==> config.mk <==
export PLATFORM = sky130hd
export DESIGN_NAME = pc_fetch_unit
export DESIGN_NICKNAME = d
export VERILOG_FILES = /design/src/rtl/pc_fetch_unit.sv
export SDC_FILE = /design/constraint.sdc
export NUM_CORES = 1
export LEC_CHECK = 0
export BUFFER_PORTS_ARGS = -buffer_cell sky130_fd_sc_hd__buf_2
export CAP_MARGIN = 20
export CORE_MARGIN = 2
export CORE_UTILIZATION = 45
export DETAILED_ROUTE_END_ITERATION = 10
export PLACE_DENSITY_LB_ADDON = 0.08
export SETUP_SLACK_MARGIN = 0.3
export SLEW_MARGIN = 30
export SYNTH_ARGS = -nofsm -noshare
export SYNTH_HDL_FRONTEND = slang
export SYNTH_SLANG_ARGS = --single-unit
==> constraint.sdc <==
create_clock -name clk -period 2.8 [get_ports clk]
set_input_delay 0.14 -clock clk [delete_from_list [all_inputs] [get_ports clk]]
set_output_delay 0.14 -clock clk [all_outputs]
set_load 0.005 [all_outputs]
==> src/rtl/pc_fetch_unit.sv <==
// Instruction-fetch stage: owns the PC, addresses instruction memory and loads the IF/ID register.
// Optional performance counters are built when FETCH_PERF_CNT_EN is defined.
module pc_fetch_unit #(
    parameter int ADDR_W = 64,
    parameter int INST_W = 32,
    parameter logic [ADDR_W-1:0] RESET_PC = '0
) (
    input  logic              clk,
    input  logic              Reset,
    input  logic              stall,
    input  logic              br_taken,
    input  logic [ADDR_W-1:0] br_target,
    input  logic              halt_req,
    output logic [ADDR_W-1:0] imem_addr,
    input  logic [INST_W-1:0] imem_rdata,
    output logic [ADDR_W-1:0] ifid_pc,
    output logic [INST_W-1:0] ifid_inst,
    output logic              ifid_valid,
`ifdef FETCH_PERF_CNT_EN
    output logic [31:0]       perf_fetched,
    output logic [31:0]       perf_bubbles,
`endif
    output logic              halted
);

    typedef enum logic [1:0] {
        BOOT = 2'd0,
        RUN  = 2'd1,
        HALT = 2'd2
    } state_t;

    state_t            state;
    logic [ADDR_W-1:0] pc;
    logic              load_normal;
    logic              load_bubble;

    assign imem_addr = pc;

    // Classify this cycle's IF/ID update; shared by the pipeline register and the counters.
    always_comb begin
        load_normal = 1'b0;
        load_bubble = 1'b0;
        case (state)
            BOOT: load_bubble = 1'b1;
            RUN: begin
                if (br_taken || halt_req)
                    load_bubble = 1'b1;
                else if (!stall)
                    load_normal = 1'b1;
            end
            default: ;
        endcase
    end

    always_ff @(posedge clk) begin
        if (Reset) begin
            state      <= BOOT;
            pc         <= RESET_PC;
            ifid_pc    <= '0;
            ifid_inst  <= '0;
            ifid_valid <= 1'b0;
            halted     <= 1'b0;
        end else begin
            if (load_bubble)
                ifid_valid <= 1'b0;
            if (load_normal) begin
                ifid_pc    <= pc;
                ifid_inst  <= imem_rdata;
                ifid_valid <= 1'b1;
                pc         <= pc + ADDR_W'(4);
            end
            case (state)
                BOOT: begin
                    state  <= halt_req ? HALT : RUN;
                    halted <= halt_req;
                end
                RUN: begin
                    if (br_taken) begin
                        pc <= {br_target[ADDR_W-1:2], 2'b00};
                    end else if (halt_req) begin
                        state  <= HALT;
                        halted <= 1'b1;
                    end
                end
                HALT: halted <= 1'b1;
                default: state <= BOOT;
            endcase
        end
    end

`ifdef FETCH_PERF_CNT_EN
    // Saturating event counters; nothing is classified in HALT so they hold there.
    always_ff @(posedge clk) begin
        if (Reset) begin
            perf_fetched <= '0;
            perf_bubbles <= '0;
        end else begin
            if (load_normal && perf_fetched != 32'hFFFF_FFFF)
                perf_fetched <= perf_fetched + 32'd1;
            if (load_bubble && perf_bubbles != 32'hFFFF_FFFF)
                perf_bubbles <= perf_bubbles + 32'd1;
        end
    end
`endif

endmodule

==> metrics.txt <==
CP Capture Type=flop; RR Startpoint=state[1]; post-synthesis sequential area ratio=45.8%; Setup WS post-layout=0.321 ns; Async SR Flop Fraction=0%; crit path max fanout=10; Cell variety after synth=47; Seq cells post-synth=160; fin crit share=88.5%; Final Total Pwr=5840 uW; number of H-tree levels=4; Final Hold Violating Endpoints=0; post-synthesis cell area=6990 sq um; fin nets=1317; drt via density=5.26; Max Buffers Root-to-Sink=2; worst hold margin=0.0100 ns; Die H=129 microns; FF-to-FF End=imem_addr[35]; fin. max-slew vios=0; most common cell after layout, fill and taps aside=buf_2; DRT Pass-1 Iters=5; first-pass GRT wire length=34.1 mm; LEAKAGE=0.00416 uW; PD cells=584 nW/um^2; CTS Buf Count=17; die area=16500 sq um; hold path cells=3; most frequent cells in the layout=buf_2, nand2_1, dfxtp_1, a21oi_1, nor2_1; worst hold start=br_target[21]; DR DRC count=0; HP Class=in2reg; initial antenna violation count=1; GRT Resource Usage Total=25.4%; Total Neg Setup Slack=0 ns; Synth warnings=0; chip width=129 microns; hpwl dp=14.1 mm; post-synthesis area per instance=7.92 sq um; num rows=45; vias in the first global route=6867; clock skew=0.00891 ns; drt total wl=21.7 mm; total global routing overflow=0; CP max-delay cell=or4b_4; Syn Inst Count=882; sum of buffers and inverters on the critical path=3; IO buf count=256; Slew @ Worst Pin=0.702 ns; FILL cells=1327; Core ar.=15200 sq um; Top Ports=263; worst skew pair latency=0.42 ns; worst r2r path cells=9; # setup viols final=0; critical path arrival=2.81 ns; Antenna Violating Nets Remaining=0; CP Data Required Time=3.13 ns; crit path launch type=flop; Crit Path Class=reg2reg; Primary FF master, synth=dfxtp_1; Initial Util=46.0%; fmax=403 MHz; r2r setup slk=0.32 ns; Post-synth EDFFs=0; Critical Path Max Stage Delay=0.52 ns; Via Count=7429; DRT iter0 DRCs=440; worst vdd ir=0.400 mV; share of cells above drive strength 1=29.0%; GPL Wtd Cong=0.830; Place WS=0.0884 ns; mean routed wirelength per cell=15.4 microns; Reg clk slew, reported paths=0.06 ns; Rel. slew slack=53.2%; Critical Path, Cell by Cell=inv_2 > ha_4 > or4b_4 > buf_4 > nor2_4 > nand4_1 > buf_6 > or4_1 > a311oi_1; hold worst-path end=imem_addr[21]; Clock Sink Count=160; MaxCap Viol Count=0; Root Buffer=clkbuf_16; TritonCTS clock tree=done; Period minus WS final=2.48 ns; Area Overhead vs Synth=43.1%; status=completed; CP delay by family, top=simple AND/OR/NAND/NOR gates; RSZ-0062 raised after global routing=true; largest net degree at the start of global routing=77
[how the worst max path moves through the flow]
stage                         from       endpoint  slack (ns)  depth (start not counted)
after floorplan           state[1]  imem_addr[39]        0.30                          8
after global placement    state[1]  imem_addr[58]        0.14                          7
after detailed placement  state[1]  imem_addr[58]        0.09                          7
after CTS                 state[0]  imem_addr[53]        0.30                          8
after global routing      state[1]  imem_addr[33]        0.23                          9
final                     state[1]  imem_addr[35]        0.32                          9
[state kept, by name (all words and copies together) (netlist names)]
signal,count
ifid_valid,1
state,2
imem_addr,62
ifid_inst,32
ifid_pc,62
halted,1
[Yosys cell counts (2+ instances only)]
master	count	area [sq um]
a211oi_1	34	255
a21oi_1	98	490
a311oi_1	22	193
and2_1	6	37.5
and3_1	5	31.3
and4_1	5	43.8
buf_2	2	10.0
buf_4	4	30.0
clkbuf_1	55	206
dfxtp_1	160	3200
ha_1	5	62.6
inv_1	10	37.5
nand2_1	217	815
nand3_1	28	140
nand3b_1	2	15.0
nand4_1	25	156
nand4_2	3	37.5
nor2_1	73	274
nor3_1	6	30.0
nor4_1	16	100
o21ai_0	12	60.1
o31a_1	3	26.3
o31ai_1	13	97.6
or3_1	10	62.6
or4_1	16	120
xnor2_1	8	70.1
xor2_1	24	210
[logic make-up (layout without fill, tap and decap cells)]
group / after synthesis / after routing / synth area share (%)
AO/OA/AOI/OAI: 189 / 189 / 16.8
XOR/XNOR: 32 / 32 / 4.01
adder cells (fa/ha/maj): 5 / 5 / 0.895
buffers and inverters: 73 / 411 / 4.28
flip-flops: 160 / 160 / 45.8
multiplexers: 2 / 2 / 0.304
other: 1 / 5 / 0.0537
AND/OR/NAND/NOR: 420 / 420 / 27.8
[final cells by class]
| cell class | count | area (sq um) | area share [%] |
|---|---|---|---|
| well taps | 188 | 235 | 2.35 |
| diodes | 1 | 2.50 | 0.0250 |
| repair buffers | 370 | 2360 | 23.6 |
| clock buffers | 21 | 450 | 4.51 |
| flip-flops and latches | 160 | 3210 | 32.1 |
| multi-input cells | 652 | 3590 | 35.9 |
| inverters | 10 | 37.5 | 0.375 |
| clock inverters | 10 | 111 | 1.11 |
[metal layers]
metal	up-vias	track usage [%]	part of all wire [%]
met4	0	8.31	1.7
met5	-	0	0
met3	25	5.82	6.1
li1	3756	-	-
met2	219	42.1	47
met1	3429	32.8	45
[power by group]
| part | leakage, uW | switching [uW] | internal (uW) |
|---|---|---|---|
| sequential | 0.00130 | 248 | 2450 |
| combinational | 0.00258 | 451 | 450 |
| clock | 0.000281 | 916 | 1330 |
[metrics by stage]
step	cell area, sq um	std cells	util, %
detailed placement	8510	1291	56.0
global placement	8510	1291	56.0
finish	10000	1412	65.8
global route	10000	1412	65.8
CTS	9840	1399	64.8
floorplan	7010	885	-
[worst register-to-register path, cell delays in order, from the launching register on]
cell      delay (ns)
dfxtp_2         0.33
inv_2           0.07
ha_4            0.12
or4b_4          0.52
buf_4           0.17
nor2_4          0.11
nand4_1         0.14
buf_6           0.19
or4_1           0.48
a311oi_1        0.26
[timing repair]
item,4_1_cts,5_1_grt
setup endpoints to repair,13,20
resized for setup,4,17
endpoints found under the hold margin,69,0
hold buffers,69,0
pin swaps,4,10
cloned,0,1
setup buffers,8,11
Power figures use the tool's default switching activity.
